## config.mk

```make
export PLATFORM = sky130hd
export DESIGN_NAME = stopwatch_bcd_counter
export DESIGN_NICKNAME = d
export VERILOG_FILES = /design/src/rtl/stopwatch_bcd_counter.sv
export SDC_FILE = /design/constraint.sdc
export NUM_CORES = 1
export LEC_CHECK = 0
export BUFFER_PORTS_ARGS = -buffer_cell sky130_fd_sc_hd__buf_2
export CORE_ASPECT_RATIO = 0.5
export CORE_MARGIN = 2
export CORE_UTILIZATION = 40
export CTS_BUF_LIST = sky130_fd_sc_hd__clkbuf_16
export DETAILED_ROUTE_END_ITERATION = 10
export PLACE_DENSITY = 0.6
export SLEW_MARGIN = 15
export SYNTH_ARGS = -nofsm -noshare
export SYNTH_HDL_FRONTEND = slang
export SYNTH_SLANG_ARGS = --single-unit
```

## constraint.sdc

```tcl
create_clock -name clk -period 2.9 [get_ports clk]
set_clock_uncertainty 0.15 [all_clocks]
set_input_delay 0.29 -clock clk [delete_from_list [all_inputs] [get_ports clk]]
set_output_delay 0.29 -clock clk [all_outputs]
set_load 0.01 [all_outputs]
```

## src/rtl/stopwatch_bcd_counter.sv

```systemverilog
// Stopwatch counting mm:ss.cc in BCD up to 59:59.99, advancing on each clk_div rising edge.
// The display copy can be frozen for lap readout while the internal count keeps running.
module stopwatch_bcd_counter (
  input  logic       clk,
  input  logic       rst,
  input  logic       clk_div,
  input  logic       start_stop,
  input  logic       clear,
  input  logic       lap,
  output logic [3:0] cs_ones,
  output logic [3:0] cs_tens,
  output logic [3:0] s_ones,
  output logic [3:0] s_tens,
  output logic [3:0] m_ones,
  output logic [3:0] m_tens,
  output logic       running,
  output logic       lap_active,
  output logic       wrap
);

  typedef enum logic [1:0] {
    IDLE  = 2'd0,
    RUN   = 2'd1,
    PAUSE = 2'd2
  } state_t;

  state_t      state_q, state_d;
  logic        div_q;
  logic        tick;
  logic        counting;
  logic [23:0] cnt_q, cnt_d, cnt_inc;
  logic [23:0] disp_q, disp_d;
  logic        running_q, running_d;
  logic        lap_q, lap_d;
  logic        wrap_q, wrap_d;
  logic [6:0]  cy;

  // Returns {carry_out, next_digit}; a digit at its limit rolls to zero and carries.
  function automatic logic [4:0] bcd_step(input logic [3:0] d, input logic [3:0] lim,
                                          input logic cin);
    if (!cin)
      return {1'b0, d};
    if (d >= lim)
      return {1'b1, 4'd0};
    return {1'b0, d + 4'd1};
  endfunction

  assign tick     = clk_div & ~div_q;
  assign counting = tick && (state_q == RUN);

  // Carry chain, least significant digit first; all six digits settle in one cycle.
  always_comb begin
    cy      = '0;
    cnt_inc = cnt_q;
    cy[0]   = counting;
    {cy[1], cnt_inc[3:0]}   = bcd_step(cnt_q[3:0],   4'd9, cy[0]);
    {cy[2], cnt_inc[7:4]}   = bcd_step(cnt_q[7:4],   4'd9, cy[1]);
    {cy[3], cnt_inc[11:8]}  = bcd_step(cnt_q[11:8],  4'd9, cy[2]);
    {cy[4], cnt_inc[15:12]} = bcd_step(cnt_q[15:12], 4'd5, cy[3]);
    {cy[5], cnt_inc[19:16]} = bcd_step(cnt_q[19:16], 4'd9, cy[4]);
    {cy[6], cnt_inc[23:20]} = bcd_step(cnt_q[23:20], 4'd5, cy[5]);
  end

  always_comb begin
    state_d = state_q;
    cnt_d   = cnt_inc;
    lap_d   = lap_q;
    wrap_d  = cy[6];
    if (clear) begin
      state_d = IDLE;
      cnt_d   = '0;
      lap_d   = 1'b0;
      wrap_d  = 1'b0;
    end else begin
      if (start_stop) begin
        case (state_q)
          IDLE:    state_d = RUN;
          RUN:     state_d = PAUSE;
          PAUSE:   state_d = RUN;
          default: state_d = IDLE;
        endcase
      end
      if (lap) begin
        if (lap_q)
          lap_d = 1'b0;
        else if (state_q == RUN)
          lap_d = 1'b1;
      end
    end
    running_d = (state_d == RUN);
    disp_d    = lap_q ? disp_q : cnt_q;
  end

  always_ff @(posedge clk) begin
    div_q <= clk_div;
    if (rst) begin
      state_q   <= IDLE;
      cnt_q     <= '0;
      disp_q    <= '0;
      running_q <= 1'b0;
      lap_q     <= 1'b0;
      wrap_q    <= 1'b0;
    end else begin
      state_q   <= state_d;
      cnt_q     <= cnt_d;
      disp_q    <= disp_d;
      running_q <= running_d;
      lap_q     <= lap_d;
      wrap_q    <= wrap_d;
    end
  end

  assign {m_tens, m_ones, s_tens, s_ones, cs_tens, cs_ones} = disp_q;
  assign running    = running_q;
  assign lap_active = lap_q;
  assign wrap       = wrap_q;

endmodule

```

; Word-level counts from Yosys, hierarchy flattened
; Cells that the tools add are included.
; W data, S select, Z words.
[word_totals]
regBits = 54
elab_cells = 69
output_inout_bits = 27
input_bits = 6
[op_classes]
n_reduce_logical = 4
bitwise_logic = 2
n_eq_ne = 3
magnitude_cmp = 6
n_mux = 41
n_addsub = 6
[op_table]
columns = operator, n
row1 = $mux W5, 24
row2 = $add A4 B1 Y4 const B, 6
row3 = $ge A4 B4 Y1 const B, 4
row4 = $mux W1, 14
row5 = $ge A4 B3 Y1 const B, 2
row6 = $eq A2 B1 Y1 const B, 2
row7 = $mux W2, 2
row8 = $pmux W2 S2, 1
row9 = $reduce_or A2 Y1, 2
row10 = $eq A2 B2 Y1 const B, 1
row11 = $logic_not A2 Y1, 1
row12 = $and A1 B1 Y1, 1
row13 = $logic_and A1 B1 Y1, 1
row14 = $not A1 Y1, 1

; Depth between registers and ports, before layout
[logic_depth]
ltp_word = 27
mapped_depth = 7
ltp_nobuf = 7

; Worst setup path before layout
; No wires, ideal clock.
[synth_path]
path_type = reg-to-reg
startpoint = register cnt_q[0]
endpoint = register cnt_q[14]
t_arrival_ns = 2.006
t_required_ns = 2.679
setup_slack_ns = 0.673
stages_incl_launch_ff = 8
synth_period_minus_slack_ns = 2.227
path_buffers = 0
setup_time_ns = 0.071
cell_sequence = dfxtp_1 -> inv_1 -> ha_1 -> nor3b_1 -> nor4_4 -> nand2_1 -> or4b_1 -> a21oi_1
[synth_between]
elab_chain_len = 8
word_cells_on_any_way = 9
cone_classes = order compare: 1 / mux: 8
[synth_lines]
columns = element, line
row1 = start: declaration, 31  ; logic [23:0] cnt_q, cnt_d, cnt_inc;
row2 = start signal: assignment, 105  ; cnt_q <= cnt_d;
row3 = $ge A4 B4 Y1 (*), 43  ; if (d >= lim)
row4 = $mux W1 (2 in a row), 43
row5 = $mux W5 (*), 45  ; return {1'b0, d + 4'd1};
row6 = $mux W5 (*) (4 in a row), 43
; Mark *: on every way between the ends. The rest lies on a longest branch, timed or not. The select of a mux whose other input is x is not followed.
; A chain may end at the register's enable or synchronous reset.

; Worst setup path after layout
[layout_path]
startpoint = register cnt_q[0]
endpoint = register cnt_q[23]
[layout_between]
elab_chain_len = 10
word_cells_on_any_way = 11
cone_classes = order compare: 1 / mux: 10
[layout_lines]
columns = element, line
row1 = $ge A4 B4 Y1 (*), 43
row2 = $mux W1 (2 in a row), 43
row3 = $mux W5 (*), 45
row4 = $mux W5 (*) (6 in a row), 43
; Marked as above.

==> run summary <==
Final period utilization = 82.2%
DRT antenna net count = 0
Chip Width = 115 um
Post-synth EDFFs = 0
Post-CTS Setup Bufs = 0
Vias in the first global route = 1755
Crit Path Class = flip-flop to flip-flop
Final wirelength = 4710 um
Fmax = 420 MHz
RD Place Congestion = 0.785
Multi-input gate area = 1280 um2
DRC = 0
Dpl cells = 368
Hold Worst Slack = 0.0210 ns
Crit-path leading delay family = simple AND/OR/NAND/NOR gates
Final hold violations = 0
Setup TNS = 0 ns
CP Launch Type = flip-flop
CP Capture Type = flip-flop
Ys flop type = dfxtp_1
Avg Vias per Cell = 5.04
Total gr overflow = 0
CP Max Fanout = 5
Routed wire per std cell = 12.5 um
Fraction of registers with async set/reset = 0%
Final setup violation count = 0
Clk sinks = 54
Leak = 1.16 nW
Dpl hpwl = 3410 um
CP required = 2.97 ns
Worst slew pin tran = 0.581 ns
Synthesized area per cell = 9.34 um2
Antenna Cells = 0
Grt met2 use = 23.8%
Number of max-cap violations = 0
Post-CTS Hold Buffers = 0
CP cell instances = inv_1, ha_1, nor3b_1, or4_4, nor4_4, nand3_1, a21oi_1
Global-route wire length before repair = 7870 um
Max clock buf depth = 2
Core box area = 5980 um2
Gr usage total = 14.6%
Final Critical Period = 2.38 ns
GR Util met3 = 3.99%
Cells after Synth = 262
Worst hold path type = input port to flip-flop
Register area share after synthesis = 44.2%
Number of fill cells = 569
Post-Layout Cell Count = 376
CP Data Arrival Time = 2.45 ns
Clock-pin slew on the worst setup and hold paths = 0.07 ns
Io pins = 33
Synth top area share = 44.2%
R2R Setup Slk = 0.52 ns
Register bit total from synthesis = 54
Post-Syn Area = 2450 um2
TritonCTS clock tree = yes
Yosys warns = 0
Max VDD drop = 0.201 mV
Status = complete, no violations
Die area = 6790 um2
TritonCTS Buffers = 5
Layout cells sized above 1 = 17.7%
Count of cell types in the netlist = 34
Largest net degree at the start of global routing = 30
Die height = 59.3 um
Post-layout net count = 322
DRT Pass-1 Iters = 4
Met1 track demand over resource = 19.5%
Vias = 1895
Area Overhead vs Synth = 17.6%
Register Area = 1080 um2
Yosys top cell by area = dfxtp_1
P per Cell Area = 497 nW/um2
# rows = 20
H-tree depth = 2
CP max stage delay = 0.57 ns
Top post-synthesis cells by area = dfxtp_1 44%, mux2i_1 11%, ha_1 9.2%
CP max stage cell = or4_4
Slew HR = 60.9%
Gr busiest metal = met2
Synthesized Nets = 286
Placed cell areas = 2710 um2
Max Transition Viols Final = 0
Initial Util = 40.9%
Buf+Inv Stages, Crit Path = 1
First-iteration detailed-routing DRC count = 58
Clock latency on the worst-skew pair = 0.29 ns
Initial antenna violation count = 0
Root Driver = clkbuf_16
Unrepaired setup endpoints after global routing = false
# resized after CTS = 0
PortBufs = 32
Design area = 2880 um2
[synth_stat cells, types with 2 or more instances]
master and number:
o21ai_0 6, nand2b_1 4, nand3_1 13, mux2i_1 26
nor3b_1 2, a41oi_1 4, inv_1 14, o31ai_1 2
nor2_1 37, nor4_4 2, or4b_1 2, a21oi_1 25
nor3_1 7, nand2_1 17, ha_1 18, and3_1 2
o31a_1 2, clkbuf_1 9, dfxtp_1 54, nand3b_1 2
[metal layers]
layer  share of wire [%]  vias to the layer above
li1                    -                      978
met1                  52                      899
met2                  44                       14
met3                 2.8                        4
met4                0.85                        0
met5                   0                        -
[final timing paths]
check / from / endpoint / cells after the start
min: clk_div / div_q / 1
min reg2reg: disp_q[21] / disp_q[21] / 2
max: cnt_q[0] / cnt_q[23] / 7
max reg2reg: cnt_q[0] / cnt_q[23] / 7
[power breakdown]
part / internal [W] / switching [W] / total [W]
Sequential: 0.000744 / 0.00000170 / 0.000745
Clock: 0.000401 / 0.000252 / 0.000653
Combinational: 0.0000112 / 0.0000206 / 0.0000318
[state kept, by name (all words and copies together) (netlist names)]
name and flops:
disp_q 24, lap_active 1, running 1, div_q 1
state_q 2, cnt_q 24, wrap 1
[area by class of cell]
type	count	area share (%)
Clock buffer	5	4.35
Clock inverter	3	1.30
Inverter	14	1.83
Multi-Input combinational cell	185	44.5
Sequential cell	54	37.6
Tap cell	77	3.35
Timing Repair Buffer	38	7.13
[logic make-up (layout without fill, tap and decap cells)]
logic type,after synthesis,count (layout),synth area share [%]
fa+ha+maj,18,18,9.21
simple gates,99,99,22.2
buf+inv,23,60,3.53
xor+xnor,1,1,0.358
compound gates,40,40,9.41
flops,54,54,44.2
mux,27,27,11.1
[through the flow]
stage | utilization (%) | setup slack [ns] | power (W)
4_1_cts | 48.1 | 0.520 | 0.00145
3_3_place_gp | 45.4 | 0.614 | 0.000794
2_1_floorplan | - | 0.673 | 0.000784
5_1_grt | 48.1 | 0.325 | 0.00148
6_report | 48.1 | 0.517 | 0.00143
3_5_place_dp | 45.4 | 0.553 | 0.000795
[cell usage in the layout (no fill, tap or decap), types with 2 or more instances in the layout]
cell type   n
a21oi_1    25
mux2i_1    26
inv_1      16
or4b_1      2
nor4_4      2
o21ai_0     6
and3_1      2
nor3_1      7
clkbuf_16   5
o31ai_1     2
o31a_1      2
nand2_1    17
a41oi_1     4
buf_2      32
ha_1       18
dfxtp_1    54
nand3_1    13
nand3b_1    2
nor3b_1     2
nand2b_1    4
nor2_1     37
buf_4       6
No activity file was read; power rests on OpenSTA's default activity.
